**config.mk**
```make
export PLATFORM = sky130hd
export DESIGN_NAME = dmem_arbiter
export DESIGN_NICKNAME = d
export VERILOG_FILES = /design/src/rtl/dmem_arb_pkg.sv /design/src/rtl/dmem_arbiter_rr_arb2.sv /design/src/rtl/dmem_arbiter.sv
export SDC_FILE = /design/constraint.sdc
export NUM_CORES = 1
export LEC_CHECK = 0
export ABC_AREA = 1
export ABC_CLOCK_PERIOD_IN_PS = 5400
export CAP_MARGIN = 20
export CORE_AREA = 2 2 228 230
export CTS_CLUSTER_DIAMETER = 30
export DETAILED_ROUTE_END_ITERATION = 12
export DIE_AREA = 0 0 230 232
export PLACE_DENSITY_LB_ADDON = 0.25
export SLEW_MARGIN = 20
export SYNTH_ARGS = -nofsm -noshare
export SYNTH_HDL_FRONTEND = slang
export SYNTH_SLANG_ARGS = --single-unit
```
**constraint.sdc**
```tcl
create_clock -name clk -period 5.4 [get_ports clk]
set_input_delay 0.81 -clock clk [delete_from_list [all_inputs] [get_ports clk]]
set_output_delay 0.81 -clock clk [all_outputs]
set_load 0.02 [all_outputs]
```
**src/rtl/dmem_arb_pkg.sv**
```systemverilog
// Shared types and constants for the data-memory arbiter.
// Optional build macro used by this block: DMEM_ARB_FIXED_PRIO_EN.
package dmem_arb_pkg;

  typedef enum logic {
    IDLE   = 1'b0,
    ACCESS = 1'b1
  } arb_state_t;

  localparam int PORT_CORE    = 0;
  localparam int PORT_DBG     = 1;
  localparam int ACCESS_BYTES = 8;

  // Index of the granted port from a one-hot grant vector.
  function automatic logic gnt_to_port(input logic [1:0] gnt);
    return gnt[PORT_DBG];
  endfunction

endpackage

```
**src/rtl/dmem_arbiter_rr_arb2.sv**
```systemverilog
// Two-input grant logic for the data-memory arbiter.
// Default build: round-robin, a tie goes to the port that did not win last.
// With DMEM_ARB_FIXED_PRIO_EN defined: port 0 always wins a tie.
module rr_arb2
  import dmem_arb_pkg::*;
(
  input  logic       clk,
  input  logic       reset,
  input  logic [1:0] req,
  input  logic       accept,
  output logic [1:0] gnt
);

`ifdef DMEM_ARB_FIXED_PRIO_EN

  // Core port has absolute priority; history is not tracked.
  always_comb begin
    gnt = 2'b00;
    if (req[PORT_CORE]) begin
      gnt[PORT_CORE] = 1'b1;
    end else if (req[PORT_DBG]) begin
      gnt[PORT_DBG] = 1'b1;
    end
  end

  logic w_unused;
  assign w_unused = &{1'b0, clk, reset, accept};

`else

  // 1 = debug port won most recently; reset value lets the core win first.
  logic r_last_grant;

  // Remember the winner of each accepted request.
  always_ff @(posedge clk) begin
    if (reset) begin
      r_last_grant <= 1'b1;
    end else if (accept && (gnt != 2'b00)) begin
      r_last_grant <= gnt_to_port(gnt);
    end
  end

  // Single requester always wins; on a tie the other port gets its turn.
  always_comb begin
    gnt = 2'b00;
    case (req)
      2'b01:   gnt = 2'b01;
      2'b10:   gnt = 2'b10;
      2'b11:   gnt = r_last_grant ? 2'b01 : 2'b10;
      default: gnt = 2'b00;
    endcase
  end

`endif

endmodule

```
**src/rtl/dmem_arbiter.sv**
```systemverilog
// Two-port arbiter/sequencer in front of the single-port 64-bit data memory.
// Each accepted request takes one ACCESS cycle and returns a one-cycle
// registered response pulse to the port that issued it.
// Optional build macro: DMEM_ARB_FIXED_PRIO_EN (fixed priority, port 0 wins).
module dmem_arbiter
  import dmem_arb_pkg::*;
#(
  parameter int ADDR_W    = 64,
  parameter int DATA_W    = 64,
  parameter int MEM_BYTES = 1024
) (
  input  logic              clk,
  input  logic              reset,

  input  logic              r0_req_valid,
  output logic              r0_req_ready,
  input  logic              r0_req_we,
  input  logic [ADDR_W-1:0] r0_req_addr,
  input  logic [DATA_W-1:0] r0_req_wdata,
  output logic              r0_rsp_valid,
  output logic [DATA_W-1:0] r0_rsp_rdata,
  output logic              r0_rsp_err,

  input  logic              r1_req_valid,
  output logic              r1_req_ready,
  input  logic              r1_req_we,
  input  logic [ADDR_W-1:0] r1_req_addr,
  input  logic [DATA_W-1:0] r1_req_wdata,
  output logic              r1_rsp_valid,
  output logic [DATA_W-1:0] r1_rsp_rdata,
  output logic              r1_rsp_err,

  output logic [ADDR_W-1:0] mem_address,
  output logic [DATA_W-1:0] mem_write_data,
  output logic              mem_read,
  output logic              mem_write,
  input  logic [DATA_W-1:0] mem_read_data
);

  // Highest start address whose 8-byte window still fits. A plain compare
  // against this bound also rejects addresses where addr+7 would wrap.
  localparam logic [ADDR_W-1:0] LAST_LEGAL = ADDR_W'(MEM_BYTES - ACCESS_BYTES);

  arb_state_t        r_state;
  arb_state_t        w_state_next;

  logic              r_we;
  logic [ADDR_W-1:0] r_addr;
  logic [DATA_W-1:0] r_wdata;
  logic              r_port;

  logic [1:0]        w_req;
  logic [1:0]        w_gnt;
  logic              w_accept;
  logic              w_in_range;

  logic [1:0]        r_rsp_valid;
  logic [1:0]        r_rsp_err;
  logic [DATA_W-1:0] r_rsp_rdata [2];

  assign w_req      = {r1_req_valid, r0_req_valid};
  assign w_accept   = (r_state == IDLE) && (w_req != 2'b00) && !reset;
  assign w_in_range = (r_addr <= LAST_LEGAL);

  rr_arb2 u_arb (
    .clk    (clk),
    .reset  (reset),
    .req    (w_req),
    .accept (w_accept),
    .gnt    (w_gnt)
  );

  // State register.
  always_ff @(posedge clk) begin
    if (reset) begin
      r_state <= IDLE;
    end else begin
      r_state <= w_state_next;
    end
  end

  // Next state, ready handshake and memory strobes.
  always_comb begin
    w_state_next   = r_state;
    r0_req_ready   = 1'b0;
    r1_req_ready   = 1'b0;
    mem_address    = '0;
    mem_write_data = '0;
    mem_read       = 1'b0;
    mem_write      = 1'b0;
    case (r_state)
      IDLE: begin
        if (w_accept) begin
          w_state_next = ACCESS;
          r0_req_ready = w_gnt[PORT_CORE];
          r1_req_ready = w_gnt[PORT_DBG];
        end
      end
      ACCESS: begin
        w_state_next   = IDLE;
        mem_address    = r_addr;
        mem_write_data = r_wdata;
        mem_read       = !r_we && w_in_range;
        // A reset landing in ACCESS must not let the write commit.
        mem_write      = r_we && w_in_range && !reset;
      end
      default: w_state_next = IDLE;
    endcase
  end

  // Capture the winning request's payload at accept.
  always_ff @(posedge clk) begin
    if (reset) begin
      r_we    <= 1'b0;
      r_addr  <= '0;
      r_wdata <= '0;
      r_port  <= 1'b0;
    end else if (w_accept) begin
      r_port  <= gnt_to_port(w_gnt);
      r_we    <= w_gnt[PORT_DBG] ? r1_req_we    : r0_req_we;
      r_addr  <= w_gnt[PORT_DBG] ? r1_req_addr  : r0_req_addr;
      r_wdata <= w_gnt[PORT_DBG] ? r1_req_wdata : r0_req_wdata;
    end
  end

  // Response pulse at the close of ACCESS; read data holds until the next
  // response on the same port, valid/err last only one cycle.
  always_ff @(posedge clk) begin
    if (reset) begin
      r_rsp_valid <= 2'b00;
      r_rsp_err   <= 2'b00;
      for (int i = 0; i < 2; i++) begin
        r_rsp_rdata[i] <= '0;
      end
    end else begin
      r_rsp_valid <= 2'b00;
      r_rsp_err   <= 2'b00;
      for (int i = 0; i < 2; i++) begin
        if ((r_state == ACCESS) && (r_port == 1'(i))) begin
          r_rsp_valid[i] <= 1'b1;
          r_rsp_err[i]   <= !w_in_range;
          r_rsp_rdata[i] <= (!r_we && w_in_range) ? mem_read_data : '0;
        end
      end
    end
  end

  assign r0_rsp_valid = r_rsp_valid[PORT_CORE];
  assign r0_rsp_err   = r_rsp_err[PORT_CORE];
  assign r0_rsp_rdata = r_rsp_rdata[PORT_CORE];
  assign r1_rsp_valid = r_rsp_valid[PORT_DBG];
  assign r1_rsp_err   = r_rsp_err[PORT_DBG];
  assign r1_rsp_rdata = r_rsp_rdata[PORT_DBG];

endmodule
```
==> run_results.csv, run 1 <==
group,metric,value,unit
status,status,"complete, no violations",
floorplan,die-width,230,um
layout,multi_input_area,4791,um2
synthesis,synth_edf_count,128,
critical_path,cp-start-kind,"flop",
sta,holdWs,461.7,ps
layout,n_fill_cell,5179,
critical_path,reg2reg_slack,2540,ps
critical_path,worstPathMaxFanout,79,
clocking,clk_pin_slew,40,ps
critical_path,path_cells,"buf_4 -> nand2_1 -> inv_1 -> clkdlybuf4s50_1",
place,dp_cells,2790,
routing,drc_errors,0,
floorplan,die_area,53360,um2
layout,nNetsFinal,2506,
place,pre_cts_ws,1575,ps
floorplan,die_y,232,um
routing,wl,47130,um
clocking,cts_hold_buf,0,
critical_path,crit_path_end_kind,"primary output",
routing,wl_per_cell,16.20,um
pwr,vdd_drop_max,0.1779,mV
clocking,root_buffer,"clkbuf_16",
sta,hold_viol,0,
place,hpwl,34120,um
routing,via_count,12160,
layout,layout-drive-gt1-share,7.989,%
sta,postLayoutSetupSlackWorst,1500,ps
critical_path,critPathKind,"reg2out",
synthesis,synth_nets,1934,
sta,rsz0062_at_grt,"false",
critical_path,critPathArrivalTime,3090,ps
clocking,insertion_delay,570,ps
synthesis,syn_avg_cell_area,7.678,um2
sta,drv_slew,0,
global_routing,grt_pass1_vias,12180,
critical_path,worstPathRequired,4590,ps
floorplan,row_count,83,
pwr,powerDensity,338.6,nW/um2
clocking,cts_made_buffers,67,
sta,fin_setup_tns,0,ps
critical_path,crit_path_top_delay_cell,"dfxtp_4",
floorplan,core_area,50890,um2
synthesis,synth_area_leaders,"edfxtp_1 31%, nand2_1 26%, dfxtp_1 22%",
synthesis,synth-seq-cells,264,
global_routing,grt_max_degree,95,
pwr,p_leak,8.986,nW
synthesis,synth_most_common_cell,"nand2_1",
synthesis,ys_top_cells_by_count,"858 x nand2_1, 136 x dfxtp_1, 135 x inv_1, 130 x a21oi_1, 128 x edfxtp_1",
sta,skew,22.61,ps
routing,drt_iter0_drc,532,
global_routing,antenna_found_initial,1,
global_routing,overflow,0,
sta,slew_headroom,31.40,%
clocking,tritoncts,"built",
sta,finalSetupViolations,0,
flow_run,cap_viol_max_count,0,
synthesis,synth_area_leader_cell,"edfxtp_1",
floorplan,initial_core_util,24.26,%
critical_path,max_stage_delay,740,ps
synthesis,yosys.area.top_type_share,31.13,%
clocking,cts.sinks,264,
clocking,cts_resized,0,
synthesis,ys_seq_area_share,53.18,%
clocking,max-clock-path-buffers,3,
sta,period_share,72.22,%
layout,syn_to_final_growth,69.63,%
clocking,post_cts_buffers,0,
synthesis,synth_area,12350,um2
floorplan,ios,590,
layout,final_cells,2909,
sta,layout_min_cycle_time,3900,ps
place,gp_congestion,0.8616,
synthesis,ys_types,25,
synthesis,synthArstFlopShare,0,%
synthesis,syn_inst,1608,
clocking,htreeDepth,3,
sta,worst_pin_slew,1029,ps
routing,avgViaCountPerCell,4.179,
routing,detail_route.first_pass.iterations,5,
global_routing,track_usage,16.97,%
synthesis,yosysWarnings,0,
layout,regArea,6570,um2
routing,drtAntennaViolNets,0,
synthesis,synth_top_flop_cell,"dfxtp_1",
global_routing,grt_pass1_wl,69550,um
sta,fmax,0.2564,GHz
place,port_buffers,589,
hold_path,min-delay-path-class,"reg2reg",
==> logic make-up after synthesis <==
group	count (synthesis)	synth area share [%]
simple gates	971	32.79
compound gates	136	5.604
buf+inv	237	8.421
flops	264	53.18
==> metrics by stage <==
| step | area [um2] | utilization [%] | power [mW] |
|---|---|---|---|
| after floorplan | 12350 | - | 2.773 |
| after global placement | 18720 | 36.78 | 3.288 |
| after detailed placement | 18720 | 36.78 | 3.293 |
| after CTS | 20910 | 41.10 | 7.200 |
| after global routing | 20940 | 41.15 | 7.378 |
| final | 20940 | 41.16 | 7.092 |
==> layout make-up <==
type	count	area share, %
flip-flops and latches	264	31.37
inverters	138	2.497
clock inverters	30	1.577
repair buffers	602	28.70
clock buffers	87	8.907
diodes	1	0.01195
well taps	680	4.062
multi-input cells	1107	22.87
==> worst max-delay path: cells and delay by family, from the launching register on <==
kind | cells | cell delay, ps
simple gates | 1 | 120
flops | 1 | 740
buf+inv | 3 | 1530
==> final timing paths <==
kind                   start             end  depth (start not counted)
setup reg to reg     r_state     r_wdata[38]                          7
hold / removal    r_wdata[0]      r_wdata[0]                          2
hold reg to reg   r_wdata[0]      r_wdata[0]                          2
setup / recovery     r_state  mem_address[9]                          4
==> where the power goes <==
group	internal, mW	switching, mW	total (mW)
Sequential	2.22	0.0651	2.29
Combinational	0.450	0.511	0.962
Clock	2.65	1.19	3.84
Total	5.33	1.76	7.09
==> metal layers <==
metal / GRT usage (%) / part of all wire [%] / up-vias
met5: 0 / 0 / -
met4: 6.391 / 2.4 / 0
met3: 5.231 / 7.9 / 70
met2: 29.57 / 50 / 458
met1: 19.46 / 40 / 5546
li1: - / - / 6084
==> placed cells by master, fill, tap and decap left out, drive strengths merged <==
master and instances:
clkdlybuf4s50 588, buf 14, clkinvlp 4, edfxtp 128, clkbuf 87, a21boi 2, nand4 1, a211oi 1
o21ai 3, nor3 1, bufinv 5, a21oi 130, inv 142, nand2 858, nand3 4, or2 1
dfxtp 136, clkinv 17, diode 1, nor2 106
==> flip-flops by register name (all words and copies together) (netlist names) <==
register            flops
r_rsp_err               2
r_port                  1
r_addr                 64
r_rsp_rdata           128
r_wdata                64
r_rsp_valid             2
u_arb.r_last_grant      1
r_we                    1
r_state                 1
Note: power is estimated with default switching activity, not from simulation.
==> run 2: changes to the inputs <==
--- a/config.mk
+++ b/config.mk
@@ -6,12 +6,12 @@
 export NUM_CORES = 1
 export LEC_CHECK = 0
 export ABC_AREA = 1
-export ABC_CLOCK_PERIOD_IN_PS = 5400
+export ABC_CLOCK_PERIOD_IN_PS = 3650
 export CAP_MARGIN = 20
-export CORE_AREA = 2 2 228 230
+export CORE_AREA = 2 2 230 232
 export CTS_CLUSTER_DIAMETER = 30
 export DETAILED_ROUTE_END_ITERATION = 12
-export DIE_AREA = 0 0 230 232
+export DIE_AREA = 0 0 232 234
 export PLACE_DENSITY_LB_ADDON = 0.25
 export SLEW_MARGIN = 20
 export SYNTH_ARGS = -nofsm -noshare
==> constraint.sdc (replaced) <==
create_clock -name clk -period 3.65 [get_ports clk]
set_input_delay 0.5475 -clock clk [delete_from_list [all_inputs] [get_ports clk]]
set_output_delay 0.5475 -clock clk [all_outputs]
set_load 0.02 [all_outputs]
==> run 2 against run 1 <==
  * Clock power grew 57%
  * Clock skew is 2.6 ps higher
  * Largest power group unchanged
  * Utilization fell by 0.51 points
  * Non-clock buffer count grew 1
  * Global-route usage is 0.54 points lower
  * Worst hold slack worse by 160 ps
  * Combinational power grew 50%
  * Register-to-register slack worse by 1600 ps
  * Largest cell class unchanged
  * Routed wire length is 0.58% lower
  * Worst setup slack lost 970 ps
  * Sequential power increased by 48%
  * Critical path depth did not move
==> run_results.csv, run 2 (synthesis gave the netlist of run 1 again) <==
group,metric,value,unit
status,status,"complete, no violations",
routing,wl_met3,3634,um
sta,postLayoutSetupSlackWorst,531.8,ps
floorplan,row_count,84,
place,port_buffers,589,
critical_path,crit_path_end_kind,"primary output",
pwr,power_frac_clock,55.5,%
sta,drv_slew,0,
clocking,post_cts_buffers,0,
sta,hold_viol,0,
pwr,vdd_drop_max,0.3257,mV
sta,finalSetupViolations,0,
critical_path,worstPathMaxFanout,95,
sta,layout_min_cycle_time,3118,ps
global_routing,antenna_found_initial,1,
clocking,max-clock-path-buffers,3,
pwr,intPower,8.147,mW
clocking,cts_hold_buf,0,
sta,rsz0062_at_grt,"false",
routing,via_count,12190,
routing,top_layer_used,"met4",
pwr,powerDensity,512.0,nW/um2
floorplan,die-width,232,um
routing,wl,46860,um
clocking,cts_resized,0,
sta,slew_headroom,28.56,%
routing,wl_per_cell,16.02,um
routing,drc_errors,0,
global_routing,grt_max_degree,131,
floorplan,die_y,234,um
global_routing,track_usage,16.42,%
hold_path,min-delay-path-class,"in2reg",
pwr,p_sw,2.679,mW
layout,largest_reg_flops,128,
floorplan,ios,590,
global_routing,overflow,0,
sta,fmax,0.3207,GHz
critical_path,critPathArrivalTime,2570,ps
sta,skew,25.22,ps
floorplan,die_area,54290,um2
critical_path,cp-start-kind,"flop",
floorplan,core_area,52020,um2
layout,layout-drive-gt1-share,8.274,%
routing,drt_iter0_drc,477,
place,pre_cts_ws,812.6,ps
routing,detail_route.first_pass.iterations,5,
clocking,tritoncts,"built",
routing,drtAntennaViolNets,0,
routing,avgViaCountPerCell,4.169,
pwr,comb_power_share,13.3,%
layout,final_cell_mix,"857 x nand2_1, 588 x clkdlybuf4s50_1, 135 x inv_1, 135 x dfxtp_1, 130 x a21oi_1",
clocking,cts_made_buffers,69,
place,gp_congestion,0.8016,
sta,worst_pin_slew,1072,ps
critical_path,critPathKind,"reg2out",
pwr,p_seq_share,31.2,%
floorplan,initial_core_util,23.73,%
place,hpwl,34240,um
sta,fin_setup_tns,0,ps
routing,wl_met2,23240,um
pwr,p_leak,9.077,nW
routing,wl_met1,18800,um
global_routing,grt_pass1_wl,67940,um
clocking,clk_pin_slew,40,ps
sta,period_share,85.43,%
flow_run,cap_viol_max_count,0,
global_routing,grt_pass1_vias,11750,
layout,syn_to_final_growth,71.27,%
pwr,switching_share,24.75,%
clocking,htreeDepth,3,
clocking,insertion_delay,580,ps
clocking,cts.sinks,264,
layout,nNetsFinal,2509,
clocking,root_buffer,"clkbuf_16",
layout,final_common_cell,"nand2_1",
layout,top_register,"r_rsp_rdata",
layout,n_fill_cell,5310,
critical_path,worstPathRequired,3100,ps
layout,reg_top3,"r_rsp_rdata (128), r_addr (64), r_wdata (64)",
## run 2: cell types whose count changed in the layout (fill, tap and decap cells not counted), sizes merged
cell / delta
clkinvlp: -1
buf: +1
bufinv: +2
clkbuf: +5
clkinv: +2
inv: -1
## run 2: layout make-up
class / instances / area [um2] / share of cell area, %
inverters: 138 / 523.0 / 2.473
clock inverters: 32 / 412.9 / 1.953
diodes: 1 / 2.502 / 0.01183
clock buffers: 92 / 1926 / 9.106
flip-flops and latches: 264 / 6570 / 31.07
multi-input cells: 1107 / 4791 / 22.66
well taps: 688 / 860.8 / 4.071
repair buffers: 603 / 6061 / 28.66
## run 2: worst paths after layout
kind | startpoint | end | slack, ps | depth (start not counted)
setup / recovery | r_state | mem_address[8] | 530 | 4
setup reg to reg | r_addr[7] | r_rsp_rdata[0][77] | 910 | 9
hold / removal | reset | r_addr[15] | 300 | 2
hold reg to reg | r_wdata[35] | r_wdata[35] | 460 | 2
## run 2: critical path, stage by stage (launching register included)
cell	delay (ps)
dfxtp_4	600
buf_12	370
nand2_1	130
inv_1	70
clkdlybuf4s50_1	690
## run 2: per-stage QoR
step	area [um2]	instances	util, %	hold slack (ps)	total power [mW]
2_1_floorplan	12350	1608	-	421.1	4.096
3_3_place_gp	18810	2800	36.15	452.5	4.884
3_5_place_dp	18810	2800	36.15	455.3	4.890
4_1_cts	21140	2924	40.64	261.6	11.00
5_1_grt	21140	2924	40.64	282.8	11.28
6_report	21150	2925	40.65	303.1	10.83
## run 2: routing by layer
| metal | GRT usage, % | up-vias |
|---|---|---|
| met2 | 28.40 | 445 |
| met4 | 6.450 | 0 |
| met1 | 19.01 | 5590 |
| met3 | 4.949 | 68 |
| met5 | 0 | - |
| li1 | - | 6090 |
## run 2: power by group through the flow
stage          logic, mW  clock network [mW]  registers, mW
3_5_place_dp        1.46                   0           3.43
3_3_place_gp        1.46                   0           3.42
6_report            1.44                6.01           3.38
5_1_grt             1.57                6.31           3.40
4_1_cts             1.47                6.15           3.38
2_1_floorplan      0.577                   0           3.52
